<file path="src/rtl/issue_scoreboard_pkg.sv">
// Shared types for the issue scoreboard: register index, per-register count and issue descriptor.
package issue_scoreboard_pkg;

  localparam int unsigned NUM_REGS        = 32;
  localparam int unsigned SB_MAX_PER_REG  = 3;
  localparam int unsigned SB_MAX_INFLIGHT = 4;
  localparam int unsigned SB_CW           = $clog2(SB_MAX_PER_REG + 1);

  typedef logic [4:0]       reg_idx_t;
  typedef logic [SB_CW-1:0] sb_cnt_t;

  // Issue-side operand descriptor, kept packed for later axis packing.
  typedef struct packed {
    reg_idx_t rs1;
    logic     rs1_vld;
    reg_idx_t rs2;
    logic     rs2_vld;
    reg_idx_t rd;
    logic     rd_vld;
  } sb_iss_t;

  function automatic logic reg_live(reg_idx_t r, logic vld);
    return vld && (r != '0);
  endfunction

endpackage

</file>
<file path="src/rtl/issue_scoreboard_if.sv">
// Dispatcher -> scoreboard -> EX handshake plus the committer->RF writeback observation.
interface issue_scoreboard_if;
  import issue_scoreboard_pkg::*;

  logic     iss_tvalid;
  logic     iss_tready;
  reg_idx_t iss_rs1;
  logic     iss_rs1_vld;
  reg_idx_t iss_rs2;
  logic     iss_rs2_vld;
  reg_idx_t iss_rd;
  logic     iss_rd_vld;
  logic     ex_tvalid;
  logic     ex_tready;
  logic     wb_tvalid;
  reg_idx_t wb_rd;
  logic     wb_rd_vld;

  modport master (
    output iss_tvalid, iss_rs1, iss_rs1_vld, iss_rs2, iss_rs2_vld, iss_rd, iss_rd_vld,
    output ex_tready, wb_tvalid, wb_rd, wb_rd_vld,
    input  iss_tready, ex_tvalid
  );

  modport slave (
    input  iss_tvalid, iss_rs1, iss_rs1_vld, iss_rs2, iss_rs2_vld, iss_rd, iss_rd_vld,
    input  ex_tready, wb_tvalid, wb_rd, wb_rd_vld,
    output iss_tready, ex_tvalid
  );

endinterface

</file>
<file path="src/rtl/issue_scoreboard_reg_counter.sv">
// sb_reg_counter: saturating up/down count of outstanding writes to one register.
module sb_reg_counter #(
  parameter int unsigned MaxCnt = 3,
  parameter int unsigned Cw     = $clog2(MaxCnt + 1)
) (
  input  logic          clk,
  input  logic          rst,
  input  logic          clr,
  input  logic          inc,
  input  logic          dec,
  output logic [Cw-1:0] cnt,
  output logic          err
);

  logic [Cw-1:0] cnt_d, cnt_q;

  always_comb begin
    cnt_d = cnt_q;
    err   = 1'b0;
    if (clr) begin
      cnt_d = '0;
    end else if (inc && dec) begin
      // Net zero; a retire with nothing outstanding is still an error.
      err = (cnt_q == '0);
    end else if (inc) begin
      if (cnt_q == Cw'(MaxCnt)) err = 1'b1;
      else                      cnt_d = cnt_q + Cw'(1);
    end else if (dec) begin
      if (cnt_q == '0) err = 1'b1;
      else             cnt_d = cnt_q - Cw'(1);
    end
  end

  always_ff @(posedge clk) begin
    if (rst) cnt_q <= '0;
    else     cnt_q <= cnt_d;
  end

  assign cnt = cnt_q;

endmodule

</file>
<file path="src/rtl/issue_scoreboard.sv">
// Register-hazard issue gate between dispatcher and EX FIFO.
// Optional macro SCOREBOARD_WB_BYPASS_EN lets a same-cycle writeback clear a hazard/full slot.
module issue_scoreboard
  import issue_scoreboard_pkg::*;
#(
  parameter int unsigned MAX_PER_REG  = SB_MAX_PER_REG,
  parameter int unsigned MAX_INFLIGHT = SB_MAX_INFLIGHT,
  parameter int unsigned CW           = $clog2(MAX_PER_REG + 1),
  parameter int unsigned CI           = $clog2(MAX_INFLIGHT + 1)
) (
  input  logic                clk,
  input  logic                rst,
  issue_scoreboard_if.slave   bus,
  input  logic                flush,
  output logic [CI-1:0]       inflight,
  output logic                sb_err
);

  sb_iss_t       iss;
  logic [CW-1:0] cnt [NUM_REGS];
  logic [NUM_REGS-1:0] reg_err;
  logic [CI-1:0] inflight_d, inflight_q;
  logic          sb_err_q;

  logic rd_eff, wb_ret, ret_live, hazard, full, ok, fire;
  logic rs1_byp, rs2_byp, rd_free, if_free;
  logic if_inc, if_dec, if_ovf;

  assign iss = '{rs1: bus.iss_rs1, rs1_vld: bus.iss_rs1_vld,
                 rs2: bus.iss_rs2, rs2_vld: bus.iss_rs2_vld,
                 rd:  bus.iss_rd,  rd_vld:  bus.iss_rd_vld};

  assign cnt[0]     = '0;
  assign reg_err[0] = 1'b0;

  assign rd_eff   = reg_live(iss.rd, iss.rd_vld);
  assign wb_ret   = bus.wb_tvalid && reg_live(bus.wb_rd, bus.wb_rd_vld);
  assign ret_live = wb_ret && (cnt[bus.wb_rd] != '0);

`ifdef SCOREBOARD_WB_BYPASS_EN
  assign rs1_byp = wb_ret && (bus.wb_rd == iss.rs1) && (cnt[iss.rs1] == CW'(1));
  assign rs2_byp = wb_ret && (bus.wb_rd == iss.rs2) && (cnt[iss.rs2] == CW'(1));
  assign rd_free = wb_ret && (bus.wb_rd == iss.rd);
  assign if_free = ret_live;
`else
  assign rs1_byp = 1'b0;
  assign rs2_byp = 1'b0;
  assign rd_free = 1'b0;
  assign if_free = 1'b0;
`endif

  // x0 always reads a zero count, so sources of 0 never hazard.
  assign hazard = (iss.rs1_vld && (cnt[iss.rs1] != '0) && !rs1_byp) ||
                  (iss.rs2_vld && (cnt[iss.rs2] != '0) && !rs2_byp);
  assign full   = rd_eff && (((cnt[iss.rd] == CW'(MAX_PER_REG)) && !rd_free) ||
                             ((inflight_q == CI'(MAX_INFLIGHT)) && !if_free));

  assign ok             = !hazard && !full && !flush && !rst;
  assign bus.ex_tvalid  = bus.iss_tvalid && ok;
  assign bus.iss_tready = bus.ex_tready && ok;
  assign fire           = bus.ex_tvalid && bus.ex_tready;

  for (genvar r = 1; r < NUM_REGS; r++) begin : g_cnt
    sb_reg_counter #(
      .MaxCnt (MAX_PER_REG),
      .Cw     (CW)
    ) u_cnt (
      .clk (clk),
      .rst (rst),
      .clr (flush),
      .inc (fire && rd_eff && (iss.rd == reg_idx_t'(r))),
      .dec (wb_ret && (bus.wb_rd == reg_idx_t'(r))),
      .cnt (cnt[r]),
      .err (reg_err[r])
    );
  end

  // A retire against an empty register is an error, not a real completion.
  assign if_inc = fire && rd_eff;
  assign if_dec = ret_live;
  assign if_ovf = if_inc && !if_dec && (inflight_q == CI'(MAX_INFLIGHT));

  always_comb begin
    inflight_d = inflight_q;
    if (flush) begin
      inflight_d = '0;
    end else if (if_inc && !if_dec && !if_ovf) begin
      inflight_d = inflight_q + CI'(1);
    end else if (if_dec && !if_inc) begin
      inflight_d = inflight_q - CI'(1);
    end
  end

  always_ff @(posedge clk) begin
    if (rst) begin
      inflight_q <= '0;
      sb_err_q   <= 1'b0;
    end else begin
      inflight_q <= inflight_d;
      sb_err_q   <= sb_err_q | (|reg_err) | if_ovf;
    end
  end

  assign inflight = rst ? '0 : inflight_q;
  assign sb_err   = rst ? 1'b0 : sb_err_q;

endmodule
</file>
<file path="src/flat_wrapper.sv">
// flat-port wrapper written by rule: the top's interface ports become plain ports
module issue_scoreboard_flat import issue_scoreboard_pkg::*;
#(
  parameter int unsigned MAX_PER_REG  = SB_MAX_PER_REG,
  parameter int unsigned MAX_INFLIGHT = SB_MAX_INFLIGHT,
  parameter int unsigned CW           = $clog2(MAX_PER_REG + 1),
  parameter int unsigned CI           = $clog2(MAX_INFLIGHT + 1)
)
  (clk, rst, flush, inflight, sb_err, bus_iss_tvalid, bus_iss_rs1, bus_iss_rs1_vld, bus_iss_rs2, bus_iss_rs2_vld, bus_iss_rd, bus_iss_rd_vld, bus_ex_tready, bus_wb_tvalid, bus_wb_rd, bus_wb_rd_vld, bus_iss_tready, bus_ex_tvalid);
  issue_scoreboard_if bus_i ();
  input  logic clk;
  input  logic rst;
  input  logic flush;
  output logic [CI-1:0] inflight;
  output logic sb_err;
  input wire logic [$bits(bus_i.iss_tvalid)-1:0] bus_iss_tvalid;
  input wire logic [$bits(bus_i.iss_rs1)-1:0] bus_iss_rs1;
  input wire logic [$bits(bus_i.iss_rs1_vld)-1:0] bus_iss_rs1_vld;
  input wire logic [$bits(bus_i.iss_rs2)-1:0] bus_iss_rs2;
  input wire logic [$bits(bus_i.iss_rs2_vld)-1:0] bus_iss_rs2_vld;
  input wire logic [$bits(bus_i.iss_rd)-1:0] bus_iss_rd;
  input wire logic [$bits(bus_i.iss_rd_vld)-1:0] bus_iss_rd_vld;
  input wire logic [$bits(bus_i.ex_tready)-1:0] bus_ex_tready;
  input wire logic [$bits(bus_i.wb_tvalid)-1:0] bus_wb_tvalid;
  input wire logic [$bits(bus_i.wb_rd)-1:0] bus_wb_rd;
  input wire logic [$bits(bus_i.wb_rd_vld)-1:0] bus_wb_rd_vld;
  output wire logic [$bits(bus_i.iss_tready)-1:0] bus_iss_tready;
  output wire logic [$bits(bus_i.ex_tvalid)-1:0] bus_ex_tvalid;
  assign bus_i.iss_tvalid = bus_iss_tvalid;
  assign bus_i.iss_rs1 = bus_iss_rs1;
  assign bus_i.iss_rs1_vld = bus_iss_rs1_vld;
  assign bus_i.iss_rs2 = bus_iss_rs2;
  assign bus_i.iss_rs2_vld = bus_iss_rs2_vld;
  assign bus_i.iss_rd = bus_iss_rd;
  assign bus_i.iss_rd_vld = bus_iss_rd_vld;
  assign bus_i.ex_tready = bus_ex_tready;
  assign bus_i.wb_tvalid = bus_wb_tvalid;
  assign bus_i.wb_rd = bus_wb_rd;
  assign bus_i.wb_rd_vld = bus_wb_rd_vld;
  assign bus_iss_tready = bus_i.iss_tready;
  assign bus_ex_tvalid = bus_i.ex_tvalid;
  issue_scoreboard #(.MAX_PER_REG(MAX_PER_REG), .MAX_INFLIGHT(MAX_INFLIGHT), .CW(CW), .CI(CI)) u_core (.clk(clk), .rst(rst), .bus(bus_i), .flush(flush), .inflight(inflight), .sb_err(sb_err));
endmodule
</file>
<file path="config.mk">
export PLATFORM = sky130hd
export DESIGN_NAME = issue_scoreboard_flat
export DESIGN_NICKNAME = d
export VERILOG_FILES = /design/src/rtl/issue_scoreboard_pkg.sv /design/src/rtl/issue_scoreboard_if.sv /design/src/rtl/issue_scoreboard_reg_counter.sv /design/src/rtl/issue_scoreboard.sv /design/src/flat_wrapper.sv
export SDC_FILE = /design/constraint.sdc
export NUM_CORES = 1
export LEC_CHECK = 0
export BUFFER_PORTS_ARGS = -buffer_cell sky130_fd_sc_hd__buf_2
export CORE_MARGIN = 2
export CORE_UTILIZATION = 50
export CTS_CLUSTER_SIZE = 12
export DETAILED_ROUTE_END_ITERATION = 16
export PLACE_DENSITY = 0.67
export SLEW_MARGIN = 20
export SYNTH_ARGS = -nofsm -noshare
export SYNTH_HDL_FRONTEND = slang
export SYNTH_SLANG_ARGS = --single-unit
</file>
<file path="constraint.sdc">
create_clock -name clk -period 7.3 [get_ports clk]
set_input_delay 1.46 -clock clk [delete_from_list [all_inputs] [get_ports clk]]
set_output_delay 1.46 -clock clk [all_outputs]
set_load 0.02 [all_outputs]
</file>
==> results of run 1 <==
-- worst min-delay path, delay by kind of cell (launching register included) --
kind	cells	cell delay [ps]
flops	1	350
simple gates	1	70
compound gates	1	50
-- registers in the layout, summed over array words and instances, names as in the netlist --
register / count
u_core.g_cnt.u_cnt.cnt: 62
u_core.inflight_q: 3
u_core.sb_err_q: 1
-- report_power, final --
| group | switching, mW | leakage, nW | internal (mW) |
|---|---|---|---|
| logic | 0.0910 | 1.45 | 0.0363 |
| registers | 0.000536 | 0.531 | 0.361 |
| clock network | 0.192 | 0.145 | 0.264 |
| total | 0.283 | 2.13 | 0.661 |
-- metrics by stage --
| stage | setup slack (ps) | power (mW) | util [%] | hold WS [ps] | std cells |
|---|---|---|---|---|---|
| after global routing | 1440 | 0.962 | 55.3 | 530 | 936 |
| after global placement | 1700 | 0.490 | 52.8 | 485 | 920 |
| after detailed placement | 1600 | 0.492 | 52.8 | 502 | 920 |
| after CTS | 1590 | 0.936 | 55.3 | 511 | 936 |
| final | 1520 | 0.944 | 55.3 | 516 | 936 |
| after floorplan | 2140 | 0.455 | - | 453 | 770 |
-- worst max-delay path by stage --
stage | from | endpoint | slack, ps | cells past startpoint
2_1_floorplan | bus_iss_rd[3] | bus_ex_tvalid | 2140 | 9
3_3_place_gp | bus_iss_rd[1] | bus_ex_tvalid | 1700 | 8
3_5_place_dp | bus_iss_rd[1] | bus_ex_tvalid | 1600 | 8
4_1_cts | bus_iss_rd[1] | bus_ex_tvalid | 1590 | 8
5_1_grt | bus_iss_rd[1] | bus_ex_tvalid | 1440 | 9
6_report | bus_iss_rd[2] | bus_ex_tvalid | 1520 | 10
-- cell usage in the layout (no fill, tap or decap), types with 6 or more instances in the layout --
master	netlist	routed
o211ai_1	14	14
nand4b_1	14	14
a211o_1	7	7
nor3b_1	6	6
or2_2	7	7
nor4_1	23	23
nand4_1	16	16
nor2b_1	15	15
nand2b_1	7	7
a211oi_1	32	31
clkbuf_16	0	9
and3_1	21	21
inv_1	20	20
nand3_1	40	40
buf_2	10	35
mux2i_1	13	13
buf_4	7	10
a22oi_1	6	6
a22o_1	11	11
o21ai_0	9	9
dfxtp_1	66	66
a21o_1	11	11
a31oi_1	17	17
a21oi_1	27	27
o21a_1	6	6
nor2_1	86	85
nor3_1	40	40
nand2_1	68	68
mux4_2	31	31
a221oi_1	6	6
-- routing by layer --
metal  global-route usage (%)  part of all wire, %
met5                        0                    0
met4                     14.8                  4.1
met3                     9.91                   12
met2                     55.7                   43
met1                     48.6                   40
-- cell families after synthesis --
logic type / share of synthesized area (%)
AO/OA/AOI/OAI: 23.0
XOR/XNOR: 0.848
adder cells (fa/ha/maj): 0.323
buffers and inverters: 6.16
flip-flops: 21.3
multiplexers: 15.1
AND/OR/NAND/NOR: 33.2
-- final cells by class --
cell class                      count  area share [%]
Multi-Input combinational cell    621            67.7
Inverter                           20            1.13
Tap cell                          168            3.15
Clock inverter                      7            1.05
Sequential cell                    66            19.8
Clock buffer                        9            3.38
Timing Repair Buffer               45            3.75
==> impl_metrics.py, run 1 <==
metrics = {
    "timing": {
        "tightestPinTransition_ps": 951,
        "hold_violations": 0,
        "fin_setup_tns_ps": 0,
        "period_needed_ps": 5780,
        "finalCritPeriodShare_pct": 79.2,
        "rsz0062_at_grt": "false",
        "clock_skew_ps": 8.53,
        "maxSlewViolCount": 0,
        "setup_viol": 0,
        "relSlewSlack_pct": 36.6,
        "fmax_mhz": 173,
    },
    "cts": {
        "cts_buffer_depth": 2,
        "post_cts_buffers": 0,
        "clk_pin_slew_ps": 60,
        "cts_resized": 0,
        "cts_hold_buf": 0,
        "clkLatencyLatePin_ps": 350,
        "cts-root-buf": "clkbuf_16",
        "numCtsBuffers": 9,
        "htree_num_levels": 3,
        "cts_tree": "built",
        "clock-sinks": 66,
    },
    "synth": {
        "postSynthAreaPerCell_um2": 8.05,
        "ys_seq_elements": 66,
        "synth.net_count": 801,
        "yosysSeqAreaShare_pct": 21.3,
        "synth_cells": 770,
        "ys_top_cells_by_area": "dfxtp_1 (21%), mux4_2 (11%), nor2_1 (5.2%)",
        "synth.most_common_cell": "nor2_1",
        "yosysWarnings": 0,
        "synth.distinct_cells": 77,
        "netlist_area_mm2": 0.00620,
        "synth_edf_count": 0,
        "synth_top_area_share_pct": 21.3,
        "ys.flop_type": "dfxtp_1",
        "synthTopCellsByCount": "nor2_1 (86), nand2_1 (68), dfxtp_1 (66), nand3_1 (40), nor3_1 (40)",
        "synth.largest_area_cell": "dfxtp_1",
        "synthArstFlopShare_pct": 0,
    },
    "setup_path": {
        "r2r_start": "u_core.g_cnt[3].u_cnt.cnt[0]$_SDFFE_PP0P_",
        "critPathSlowestCell": "nor2b_1",
        "r2r_cells": 9,
        "path_class": "input pin to primary output",
        "critical-path-top-delay-family": "simple AND/OR/NAND/NOR gates",
        "crit_arrival_ps": 4320,
        "worstPathRequired_ps": 5840,
        "rrSetupSlack_ps": 3570,
        "worstPathMaxFanout": 17,
        "critPathBufInv": 3,
        "crit_chain": "buf_2, nor2b_1, buf_4, nand2b_1, o211ai_1, o221ai_2, nand4_4, or2_1, nor3b_1, buf_2",
        "max_stage_delay_ps": 690,
        "endpoint_kind": "primary output",
        "critPathLaunchType": "input pin",
        "timing.rr.end": "u_core.g_cnt[29].u_cnt.cnt[1]$_SDFFE_PP0P_",
        "path_common_cell": "buf_2",
    },
    "floorplanning": {
        "initial_utilization_pct": 51.4,
        "die_w_um": 115,
        "core_area_mm2": 0.0121,
        "dieHeight_um": 115,
        "ios": 36,
        "die-area_mm2": 0.0133,
        "rows": 40,
    },
    "pwr": {
        "power_leakage_nw": 2.13,
        "ir_worst_vdd_v": 0.000115,
        "power.density_mw_per_mm2": 142,
    },
    "drt": {
        "routed_wl_um": 23600,
        "via_per_inst": 7.18,
        "routedWlPerCell_um": 25.2,
        "drt-initial-drc-count": 994,
        "postRouteAntennaNets": 0,
        "vias": 6724,
        "drcViolationCount": 0,
        "drt_first_pass_iters": 5,
    },
    "grt": {
        "grt_pass1_vias": 6296,
        "grt_max_degree": 58,
        "antenna_found_initial": 0,
        "grt_pass1_wl_um": 36400,
        "grt-ovfl-total": 0,
        "gr-usage-all-layers_pct": 36.4,
    },
    "min_path": {
        "hold_path_depth": 2,
        "worstHoldStart": "u_core.g_cnt[6].u_cnt.cnt[1]$_SDFFE_PP0P_",
        "hold_path_end": "u_core.g_cnt[6].u_cnt.cnt[1]$_SDFFE_PP0P_",
        "min_path_type": "flop to flop",
    },
    "layout": {
        "fin_area_mm2": 0.00667,
        "layout.nets": 794,
        "area_delta_synth_final_pct": 7.61,
        "multi_input_area_mm2": 0.00452,
        "ff_latch_area_mm2": 0.00132,
        "drive_above_1_share_pct": 18.0,
        "fill_cells": 1172,
        "antenna_cells": 0,
    },
    "placed_design": {
        "placed_area_mm2": 0.00637,
        "io_buffers": 35,
        "routabilityCongestion": 1.01,
        "dp_hpwl_um": 17400,
    },
    "job": {
        "maxCapViolCount": 0,
    },
    "status": {
        "status": "finished clean",
    },
}
Note: power is estimated with default switching activity, not from simulation.
==> inputs of run 2 (changes only) <==
Settings changed: PLACE_DENSITY 0.67 to 0.7.
Clock period 7.3 ns to 5.3 ns, I/O delays scaled along.
==> run 2 against run 1 <==
Compared with the run above: critical path depth fell by 2; largest power group unchanged; combinational power increased by 39%; wire length down 3.8%; worst hold slack improved by 8.0 ps; sequential power rose by 38%; register-to-register slack worse by 1900 ps; core utilization rose by 0.66 points; sequential cell count did not move.
==> impl_metrics.py, run 2 (synthesis results as in run 1) <==
metrics = {
    "min_path": {
        "min_path_type": "flop to flop",
    },
    "drt": {
        "postRouteAntennaNets": 0,
        "drt_first_pass_iters": 5,
        "drcViolationCount": 0,
        "routedWlPerCell_um": 24.1,
        "via_per_inst": 7.14,
        "vias": 6716,
        "drt-initial-drc-count": 997,
        "routed_wl_um": 22700,
    },
    "layout": {
        "fill_cells": 1085,
        "fin_area_mm2": 0.00675,
        "antenna_cells": 0,
        "layout_commonest_cell": "nor2_1",
        "largest_reg_flops": 62,
        "drive_above_1_share_pct": 18.3,
        "layout.nets": 798,
        "final_cells": 940,
        "final_core_util_pct": 55.9,
        "area_delta_synth_final_pct": 8.91,
        "mostFrequentLayoutCells": "nor2_1 (85), nand2_1 (68), dfxtp_1 (66), nor3_1 (40), nand3_1 (40)",
    },
    "floorplanning": {
        "dieHeight_um": 115,
        "core_area_mm2": 0.0121,
        "initial_utilization_pct": 51.4,
        "die-area_mm2": 0.0133,
        "ios": 36,
        "rows": 40,
        "die_w_um": 115,
    },
    "setup_path": {
        "rrSetupSlack_ps": 1650,
        "path_common_cell": "buf_2",
        "worstPathRequired_ps": 4240,
        "critPathSlowestCell": "mux4_1",
        "critPathBufInv": 2,
        "critPathLaunchType": "input pin",
        "worstPathMaxFanout": 21,
        "cp.depth": 8,
        "crit_path_start": "bus_iss_rd[1]",
        "timing.rr.end": "u_core.g_cnt[10].u_cnt.cnt[0]$_SDFFE_PP0P_",
        "crit_arrival_ps": 3620,
        "r2r_cells": 10,
        "crit_end": "bus_ex_tvalid",
        "max_stage_delay_ps": 650,
        "r2r_start": "u_core.g_cnt[8].u_cnt.cnt[0]$_SDFFE_PP0P_",
        "endpoint_kind": "primary output",
        "critical-path-top-delay-family": "multiplexers",
        "crit_chain": "buf_2, mux4_1, mux4_2, o21ai_2, nand4_4, or2_1, nor3b_1, buf_2",
        "path_class": "input pin to primary output",
    },
    "timing": {
        "fin_ws_ps": 623,
        "relSlewSlack_pct": 34.6,
        "maxSlewViolCount": 0,
        "period_needed_ps": 4680,
        "fin_setup_tns_ps": 0,
        "tightestPinTransition_ps": 976,
        "timing.hold.ws_ps": 524,
        "clock_skew_ps": 4.93,
        "finalCritPeriodShare_pct": 88.2,
        "fmax_mhz": 214,
        "rsz0062_at_grt": "false",
        "hold_violations": 0,
        "setup_viol": 0,
    },
    "cts": {
        "clock-sinks": 66,
        "clk_pin_slew_ps": 60,
        "cts_resized": 0,
        "cts_hold_buf": 0,
        "post_cts_buffers": 0,
        "clkLatencyLatePin_ps": 350,
        "numCtsBuffers": 9,
        "htree_num_levels": 3,
        "cts_buffer_depth": 2,
        "cts-root-buf": "clkbuf_16",
        "cts_tree": "built",
    },
    "pwr": {
        "p_sw_share_pct": 26.3,
        "seqPwrFrac_pct": 35.5,
        "power_leakage_nw": 2.17,
        "p_int_mw": 1.03,
        "power.density_mw_per_mm2": 208,
        "pwr-share-clk_pct": 52.0,
        "ir_worst_vdd_v": 0.000221,
        "power_frac_comb_pct": 12.5,
        "fin_total_pwr_mw": 1.40,
        "netSwitchingPower_mw": 0.369,
    },
    "grt": {
        "gr-usage-all-layers_pct": 34.9,
        "grt-ovfl-total": 0,
        "antenna_found_initial": 0,
        "grt_pass1_wl_um": 35100,
        "grt_max_degree": 42,
        "grt_pass1_vias": 6273,
    },
    "placed_design": {
        "placed_area_mm2": 0.00639,
        "routabilityCongestion": 1.03,
        "dp_cells": 924,
        "dp_hpwl_um": 16600,
        "io_buffers": 35,
        "dp_slack_ps": 633,
    },
    "job": {
        "maxCapViolCount": 0,
    },
    "status": {
        "status": "finished clean",
    },
}
run 2: changes by cell type in the layout (fill, tap and decap cells not counted), sizes merged:
cell and delta:
buf +4, clkbuf +3, clkinv -5, bufinv +2
run 2: worst min path at each step:
stage | from | to | slack (ps) | depth (start not counted)
global placement | u_core.g_cnt[3].u_cnt.cnt[1]$_SDFFE_PP0P_ | u_core.g_cnt[3].u_cnt.cnt[1]$_SDFFE_PP0P_ | 490 | 2
global route | u_core.g_cnt[6].u_cnt.cnt[1]$_SDFFE_PP0P_ | u_core.g_cnt[6].u_cnt.cnt[1]$_SDFFE_PP0P_ | 540 | 2
CTS | u_core.g_cnt[6].u_cnt.cnt[1]$_SDFFE_PP0P_ | u_core.g_cnt[6].u_cnt.cnt[1]$_SDFFE_PP0P_ | 510 | 2
detailed placement | u_core.g_cnt[6].u_cnt.cnt[1]$_SDFFE_PP0P_ | u_core.g_cnt[6].u_cnt.cnt[1]$_SDFFE_PP0P_ | 500 | 2
floorplan | u_core.g_cnt[6].u_cnt.cnt[1]$_SDFFE_PP0P_ | u_core.g_cnt[6].u_cnt.cnt[1]$_SDFFE_PP0P_ | 450 | 2
finish | u_core.g_cnt[14].u_cnt.cnt[1]$_SDFFE_PP0P_ | u_core.g_cnt[14].u_cnt.cnt[1]$_SDFFE_PP0P_ | 520 | 2
run 2: power groups by stage:
stage	Sequential, mW	Clock, mW	Combinational (mW)
after floorplan	0.508	0	0.118
after global placement	0.509	0	0.166
after detailed placement	0.509	0	0.168
after CTS	0.498	0.736	0.169
after global routing	0.498	0.754	0.184
final	0.498	0.729	0.176
run 2: worst min-delay path: cells and delay by family, from the launching register on:
| kind | cells | cell delay [ps] |
|---|---|---|
| DFF | 1 | 350 |
| AOI/OAI and AO/OA | 1 | 60 |
| and+or+nand+nor | 1 | 70 |
run 2: final cells by class:
cell class	instances	area [um^2]	share of cell area, %
clock inverters	4	97.6	1.45
flip-flops and latches	66	1320	19.6
well taps	168	210	3.12
inverters	20	75.1	1.11
repair buffers	49	280	4.15
clock buffers	12	256	3.80
multi-input cells	621	4510	66.8
run 2: metal layers:
| metal | vias to the layer above | GRT usage [%] | share of wire, % |
|---|---|---|---|
| met3 | 90 | 10.2 | 12 |
| met4 | 0 | 16.3 | 4.7 |
| met2 | 441 | 51.7 | 43 |
| met5 | - | 0 | 0 |
| li1 | 2976 | - | - |
| met1 | 3209 | 46.7 | 40 |
==> inputs of run 3 (changes only) <==
Settings changed: PLACE_DENSITY 0.7 to 0.73, REMOVE_ABC_BUFFERS from default to 1.
==> run 3 against run 2 <==
Compared with the run above: sequential share of layout area increased by 0.13 points; core utilization is 0.36 points lower; global-route usage up 1.4 points; worst setup slack better by 43 ps; worst hold slack about the same; power shrank 8.6%; combinational power is essentially flat; clock-buffer cell count is 3 lower; non-clock buffer count is 2 higher; wire length increased by 4.7%; largest cell class unchanged.
==> impl_metrics.py, run 3 (synthesis results as in run 1) <==
metrics = {
    "setup_path": {
        "path_class": "input pin to primary output",
        "worstPathMaxFanout": 21,
        "critPathLaunchType": "input pin",
        "worstPathRequired_ps": 4240,
        "endpoint_kind": "primary output",
        "crit_arrival_ps": 3570,
    },
    "drt": {
        "routedWlPerCell_um": 25.2,
        "via_per_inst": 7.21,
        "routed_wl_um": 23700,
        "postRouteAntennaNets": 0,
        "vias": 6791,
        "drt-initial-drc-count": 969,
        "drt_first_pass_iters": 5,
        "drcViolationCount": 0,
    },
    "grt": {
        "grtUsageMet2_pct": 55.9,
        "gr-usage-all-layers_pct": 36.3,
        "grt_max_degree": 42,
        "antenna_found_initial": 0,
        "grtUsageMet3_pct": 9.86,
        "grt_pass1_wl_um": 35900,
        "grt_pass1_vias": 6240,
        "grt-ovfl-total": 0,
        "grtUsageMet1_pct": 46.9,
        "busiest_layer": "met2",
    },
    "placed_design": {
        "dp_cells": 926,
        "dp_hpwl_um": 17900,
        "io_buffers": 35,
        "routabilityCongestion": 0.991,
    },
    "floorplanning": {
        "core_area_mm2": 0.0121,
        "die_w_um": 115,
        "ios": 36,
        "dieHeight_um": 115,
        "die-area_mm2": 0.0133,
        "initial_utilization_pct": 51.4,
        "rows": 40,
    },
    "timing": {
        "clock_skew_ps": 7.95,
        "rsz0062_at_grt": "false",
        "fmax_mhz": 216,
        "relSlewSlack_pct": 39.8,
        "period_needed_ps": 4630,
        "hold_violations": 0,
        "finalCritPeriodShare_pct": 87.4,
        "maxSlewViolCount": 0,
        "fin_setup_tns_ps": 0,
        "setup_viol": 0,
        "tightestPinTransition_ps": 901,
    },
    "cts": {
        "cts_resized": 0,
        "post_cts_buffers": 0,
        "cts_buffer_depth": 2,
        "cts_tree": "built",
        "cts_hold_buf": 0,
        "numCtsBuffers": 9,
        "clk_pin_slew_ps": 60,
        "cts-root-buf": "clkbuf_16",
        "htree_num_levels": 3,
        "clkLatencyLatePin_ps": 350,
        "clock-sinks": 66,
    },
    "job": {
        "maxCapViolCount": 0,
    },
    "layout": {
        "mostFrequentLayoutCells": "nor2_1 (85), nand2_1 (68), dfxtp_1 (66), nor3_1 (40), nand3_1 (40)",
        "layout.nets": 800,
        "final_cells": 942,
        "area_delta_synth_final_pct": 8.20,
        "antenna_cells": 0,
        "largest_reg_flops": 62,
        "layout_commonest_cell": "nor2_1",
        "drive_above_1_share_pct": 18.6,
    },
    "pwr": {
        "power.density_mw_per_mm2": 191,
        "ir_worst_vdd_v": 0.000132,
        "power_leakage_nw": 2.16,
    },
    "min_path": {
        "min_path_type": "flop to flop",
    },
    "status": {
        "status": "finished clean",
    },
}
[run 3: path summary, 6_finish.rpt]
check | from | to | slack [ps] | cells after the start
worst min register to register | u_core.g_cnt[6].u_cnt.cnt[1]$_SDFFE_PP0P_ | u_core.g_cnt[6].u_cnt.cnt[1]$_SDFFE_PP0P_ | 520 | 2
worst max register to register | u_core.g_cnt[8].u_cnt.cnt[0]$_SDFFE_PP0P_ | u_core.g_cnt[6].u_cnt.cnt[0]$_SDFFE_PP0P_ | 1620 | 10
worst min-delay path | u_core.g_cnt[6].u_cnt.cnt[1]$_SDFFE_PP0P_ | u_core.g_cnt[6].u_cnt.cnt[1]$_SDFFE_PP0P_ | 520 | 2
worst max-delay path | bus_iss_rd[1] | bus_ex_tvalid | 670 | 8
[run 3: critical path, stage by stage]
cell and delay (ps):
buf_2 410, mux4_1 600, mux4_2 470, o21ai_2 100, nand4_4 90, or2_1 380, nor3b_1 250, buf_2 200
[run 3: area by class of cell]
type	instances	area, um^2
Clock inverter	7	70.1
Tap cell	168	210
Timing Repair Buffer	51	295
Clock buffer	9	225
Fill cell	1165	5360
Inverter	20	75.1
Sequential cell	66	1320
Multi-Input combinational cell	621	4510
[run 3: layer usage]
layer  share of wire (%)  vias up
li1                    -     2985
met1                  40     3283
met2                  44      447
met3                  12       76
met4                 4.3        0
met5                   0        -
[run 3: where the power goes]
group	internal [mW]	total, mW	switching (mW)
Sequential	0.497	0.498	0.000845
Clock	0.363	0.607	0.244
Combinational	0.0516	0.176	0.125
[run 3: metrics by stage]
step	total power, mW	util (%)	hold slack (ps)	setup slack [ps]	area (um^2)
global route	1.32	55.6	554	536	6700
detailed placement	0.679	53.1	505	685	6410
global placement	0.676	53.1	491	719	6410
CTS	1.28	55.6	513	683	6700
floorplan	0.598	-	453	418	5890
finish	1.28	55.6	524	667	6700
